$ cat src/rtl/isa_pkg.sv
// Shared ISA constants, fetch/decode state encoding and the decode-facing payload.
package isa_pkg;

  localparam int unsigned WORD_W = 16;
  localparam int unsigned PC_W   = 32;

  localparam logic [2:0]        IMM_PREFIX = 3'b110;
  localparam logic [WORD_W-1:0] INT_OPCODE = 16'hE000;

  typedef enum logic {
    FIRST  = 1'b0,
    SECOND = 1'b1
  } fetch_state_e;

  typedef struct packed {
    logic [WORD_W-1:0] instr;
    logic [WORD_W-1:0] imm;
    logic              has_imm;
    logic [PC_W-1:0]   pc;
    logic              is_int;
  } dec_out_t;

  // Opcode words carrying this prefix are followed by one immediate word.
  function automatic logic is_prefix(input logic [WORD_W-1:0] word);
    return word[WORD_W-1 -: 3] == IMM_PREFIX;
  endfunction

endpackage

$ cat src/rtl/int_pending_reg.sv
// Interrupt request edge detector with a sticky pending flag.
// Only instantiated when INTERRUPT_EN is defined.
module int_pending_reg (
  input  logic i_clk,
  input  logic i_reset,
  input  logic i_interrupt,
  input  logic i_inject,
  output logic o_pending
);

  logic irq_q;

  // A new rising edge wins over a same-cycle injection so no request is lost.
  always_ff @(posedge i_clk) begin
    if (i_reset) begin
      irq_q     <= 1'b0;
      o_pending <= 1'b0;
    end else begin
      irq_q <= i_interrupt;
      if (i_interrupt && !irq_q) begin
        o_pending <= 1'b1;
      end else if (i_inject) begin
        o_pending <= 1'b0;
      end
    end
  end

endmodule

$ cat src/rtl/fetch_decode_buffer.sv
// Fetch-to-decode register: pairs prefix opcodes with their immediate, backpressures
// fetch on decode stall, drops in-flight words on flush. INTERRUPT_EN adds interrupt injection.
module fetch_decode_buffer
  import isa_pkg::*;
(
  input  logic              i_clk,
  input  logic              i_reset,
  input  logic [WORD_W-1:0] i_word,
  input  logic [PC_W-1:0]   i_pc,
  input  logic              i_valid,
  output logic              o_ready,
  input  logic              i_stall,
  input  logic              i_flush,
  input  logic              i_interrupt,
  output logic              o_valid,
  output logic [WORD_W-1:0] o_instr,
  output logic [WORD_W-1:0] o_imm,
  output logic              o_has_imm,
  output logic [PC_W-1:0]   o_pc,
  output logic              o_is_int
);

  fetch_state_e      state_q;
  logic [WORD_W-1:0] hold_word_q;
  logic [PC_W-1:0]   hold_pc_q;
  logic              valid_q;
  dec_out_t          out_q;

  logic out_free;
  logic inject;
  logic accept;

  assign out_free = !(valid_q && i_stall);

`ifdef INTERRUPT_EN
  logic pending;

  int_pending_reg u_int_pending_reg (
    .i_clk       (i_clk),
    .i_reset     (i_reset),
    .i_interrupt (i_interrupt),
    .i_inject    (inject),
    .o_pending   (pending)
  );

  // Injection waits for an instruction boundary; a flush cycle defers it so it is not dropped.
  assign inject = pending && (state_q == FIRST) && out_free && !i_flush;
`else
  logic unused_interrupt;

  assign unused_interrupt = i_interrupt;
  assign inject           = 1'b0;
`endif

  assign o_ready = out_free && !inject;
  assign accept  = i_valid && o_ready;

  always_ff @(posedge i_clk) begin
    if (i_reset) begin
      state_q     <= FIRST;
      hold_word_q <= '0;
      hold_pc_q   <= '0;
      valid_q     <= 1'b0;
      out_q       <= '0;
    end else if (i_flush) begin
      state_q      <= FIRST;
      hold_word_q  <= '0;
      hold_pc_q    <= '0;
      valid_q      <= 1'b0;
      out_q.is_int <= 1'b0;
    end else if (out_free) begin
      if (inject) begin
        valid_q       <= 1'b1;
        out_q.instr   <= INT_OPCODE;
        out_q.imm     <= '0;
        out_q.has_imm <= 1'b0;
        out_q.pc      <= i_pc;
        out_q.is_int  <= 1'b1;
      end else if (accept && (state_q == FIRST) && !is_prefix(i_word)) begin
        valid_q       <= 1'b1;
        out_q.instr   <= i_word;
        out_q.imm     <= '0;
        out_q.has_imm <= 1'b0;
        out_q.pc      <= i_pc;
        out_q.is_int  <= 1'b0;
      end else if (accept && (state_q == SECOND)) begin
        valid_q       <= 1'b1;
        out_q.instr   <= hold_word_q;
        out_q.imm     <= i_word;
        out_q.has_imm <= 1'b1;
        out_q.pc      <= hold_pc_q;
        out_q.is_int  <= 1'b0;
        state_q       <= FIRST;
        hold_word_q   <= '0;
        hold_pc_q     <= '0;
      end else begin
        valid_q      <= 1'b0;
        out_q.is_int <= 1'b0;
      end

      // Opcode half of a pair parks in the hold register until its immediate arrives.
      if (accept && (state_q == FIRST) && is_prefix(i_word)) begin
        state_q     <= SECOND;
        hold_word_q <= i_word;
        hold_pc_q   <= i_pc;
      end
    end
  end

  assign o_valid   = valid_q;
  assign o_instr   = out_q.instr;
  assign o_imm     = out_q.imm;
  assign o_has_imm = out_q.has_imm;
  assign o_pc      = out_q.pc;
  assign o_is_int  = out_q.is_int;

endmodule

$ cat config.mk
export PLATFORM = sky130hd
export DESIGN_NAME = fetch_decode_buffer
export DESIGN_NICKNAME = d
export VERILOG_FILES = /design/src/rtl/isa_pkg.sv /design/src/rtl/int_pending_reg.sv /design/src/rtl/fetch_decode_buffer.sv
export SDC_FILE = /design/constraint.sdc
export NUM_CORES = 1
export LEC_CHECK = 0
export CAP_MARGIN = 20
export CORE_UTILIZATION = 48
export DETAILED_ROUTE_END_ITERATION = 10
export GPL_TIMING_DRIVEN = 0
export PLACE_DENSITY = 0.82
export SLEW_MARGIN = 20
export SYNTH_ARGS = -nofsm -noshare
export SYNTH_HDL_FRONTEND = slang
export SYNTH_SLANG_ARGS = --single-unit
$ cat constraint.sdc
create_clock -name i_clk -period 2 [get_ports i_clk]
set_input_delay 0.4 -clock i_clk [delete_from_list [all_inputs] [get_ports i_clk]]
set_output_delay 0.4 -clock i_clk [all_outputs]
set_load 0.01 [all_outputs]
==> run_results.csv <==
group,metric,value,unit
outcome,outcome,"complete, but fails checks",
outcome,violations,"design-rule violations",
synth,synth.area.top_cells,"dfxtp_1 52%, nand2_1 9.8%, a311oi_1 9.6%",
route,postRouteAntennaNets,0,
final_layout,fin_util,71.7,%
clock_network,h-tree-depth,4,
global_routing,grt_pass1_vias,4328,
place,placed_cell_area,5720,um^2
setup_path,critPathRequiredTime,1.60,ns
worst_hold_path,hold_end,"o_imm[8]",
synth,synth-seq-cells,115,
pwr,ir_drop,0.000635,V
global_routing,grt_pass1_wl,20.6,mm
timing,timing.final.max_slew_violations,0,
die,die_area,9530,um^2
setup_path,cp-end-kind,"output pin",
route,via_per_inst,5.71,
synth,avgSynthCellArea,8.42,um^2
timing,setup_viol,0,
final_layout,fin_area,6310,um^2
pwr,powerDensity,970,nW/um^2
setup_path,reg2reg_depth,5,
die,start_util,49.8,%
clock_network,insertion_delay,0.52,ns
die,io_pins,122,
clock_network,clkTransAtPathRegs,0.06,ns
global_routing,gr-total-overflow,0,
clock_network,cts_buffers,17,
global_routing,antenna_found_initial,0,
synth,syn_nets,575,
final_layout,antenna_cells,0,
synth,seq_area_frac_synth,52.5,%
route,vias,4441,
synth,synth_top_area_share,52.5,%
setup_path,cp.arrival,1.46,ns
synth,yosysUniqueCellTypes,25,
setup_path,crit_type,"primary input to output pin",
setup_path,r2r_slack,0.23,ns
die,core_area,8810,um^2
clock_network,cts_tree,"built",
timing,period_needed,1.86,ns
final_layout,final_cells,778,
route,wl_per_cell,16.4,um
route,drt-initial-drc-count,229,
timing,setup_ws,0.145,ns
place,place.gp.congestion,0.848,
clock_network,root_buffer,"clkbuf_8",
place,portBuffers,119,
die,rows,34,
place,dpl.hpwl,8.62,mm
worst_hold_path,hold_start,"o_imm[8]",
worst_hold_path,whs_path_depth,2,
place,dp.cells,748,
timing,finalCritPeriodShare,92.8,%
global_routing,grt.total_usage,27.2,%
pwr,leakage,0.00221,uW
synth,yosysTopAreaCell,"dfxtp_1",
final_layout,area_growth,43.8,%
setup_path,start_kind,"primary input",
worst_hold_path,hold_path.class,"flop to flop",
timing,finalClockSkew,0.0123,ns
die,die_h,97.6,um
die,die_w,97.6,um
timing,fmax,539,MHz
final_layout,drive_above_1_share,9.55,%
pwr,total_power,6120,uW
clock_network,cts.sink_count,115,
setup_path,path_max_fanout,2,
flow_run,cap_violations,0,
synth,yosys_warnings,0,
setup_path,reg2reg_to,"o_pc[27]",
final_layout,nets,713,
clock_network,hold_buffers,0,
setup_path,r2r_start,"state_q",
synth,syn_inst,521,
place,pre_cts_ws,-0.490,ns
clock_network,clockBufferDepth,2,
route,drt_first_pass_iters,8,
route,drt_wl_total,12.8,mm
synth,synthesis.area,4390,um^2
timing,rsz0062_at_grt,"true",
route,drc_errors,18,
timing,finalHoldViolCount,0,
global_routing,grt_start_max_net_pins,17,
timing,tightest_slew,0.558,ns
timing,slew_headroom,62.8,%
==> per-stage QoR <==
| step | hold WS [ns] | TNS, ns |
|---|---|---|
| floorplan | 0.450 | 0 |
| finish | 0.454 | 0 |
| detailed placement | 0.444 | -32.18 |
| global placement | 0.440 | -27.86 |
| CTS | 0.457 | 0 |
| global route | 0.473 | -0.0157 |
==> per-layer routing <==
layer / vias to the layer above / GRT usage [%] / routed length [um]
met2: 187 / 44.8 / 6320
met1: 2143 / 33.6 / 5370
met5: - / 0 / 0
met4: 0 / 13.6 / 218
met3: 19 / 5.90 / 851
li1: 2092 / - / -
==> registers in the layout (all words and copies together) (netlist names) <==
signal and flops:
hold_pc_q 32, o_pc 32, hold_word_q 16, o_imm 16
o_instr 16, o_has_imm 1, o_valid 1, state_q 1
==> cell type report <==
class                           count  area (um^2)
Sequential cell                   115         2300
Fill cell                         674         2500
Timing Repair Buffer              119         1190
Multi-Input combinational cell    355         1850
Buffer                             50          239
Tap cell                          108          135
Clock inverter                     10          133
Clock buffer                       20          455
Inverter                            1         3.75
==> where the power goes <==
part	leakage (uW)	total [uW]	switching, uW	internal [uW]
sequential	0.000936	2430	48.7	2380
combinational	0.000990	709	369	339
clock	0.000284	2980	1010	1970
==> cells in the mapped netlist (all sizes together) <==
library cell / n
o21bai: 1
a22oi: 45
nand2: 115
and4bb: 1
a311oi: 48
a21oi: 20
dfxtp: 115
clkbuf: 19
or3: 2
a21bo: 1
nand4bb: 1
conb: 1
and3: 1
buf: 31
nor3: 2
nand3: 16
and3b: 1
nor2: 98
inv: 1
a211oi: 1
or2: 1
==> timing repair <==
| action | CTS | global route |
|---|---|---|
| gates resized for setup | 0 | 6 |
| setup endpoints to repair | 0 | 32 |
| buffers inserted | 0 | 0 |
==> worst max-delay path by stage <==
stage               start         to  slack, ns
2_1_floorplan     i_valid  o_imm[10]       0.38
3_3_place_gp   i_word[13]   o_pc[26]      -0.43
3_5_place_dp   i_word[13]   o_pc[27]      -0.49
4_1_cts        i_word[13]   o_pc[27]       0.04
5_1_grt        i_word[13]   o_pc[23]      -0.02
6_report          i_stall    o_ready       0.14
==> worst max-delay path, stage by stage <==
cell             delay [ns]
clkdlybuf4s50_1        0.42
nand2_1                0.09
clkdlybuf4s50_1        0.54
==> cell families after synthesis <==
kind of cell	after synthesis	share of synthesized area, %
AO/OA/AOI/OAI	116	20.1
AND/OR/NAND/NOR	238	21.9
flip-flops	115	52.5
buffers and inverters	51	5.39
other	1	0.0854
==> cells in the final DEF, fill, tap and decap left out, types with 2 or more instances in the layout <==
cell / instances
clkdlybuf4s50_1: 119
nand2_1: 115
dfxtp_1: 115
nor2_1: 98
a311oi_1: 48
a22oi_1: 45
buf_2: 23
a21oi_1: 20
clkbuf_1: 17
nand3_1: 16
clkbuf_16: 16
clkbuf_8: 4
clkinv_2: 4
buf_1: 3
clkbuf_2: 3
bufinv_16: 3
clkinvlp_4: 3
or3_1: 2
buf_4: 2
No activity file was read; power rests on OpenSTA's default activity.
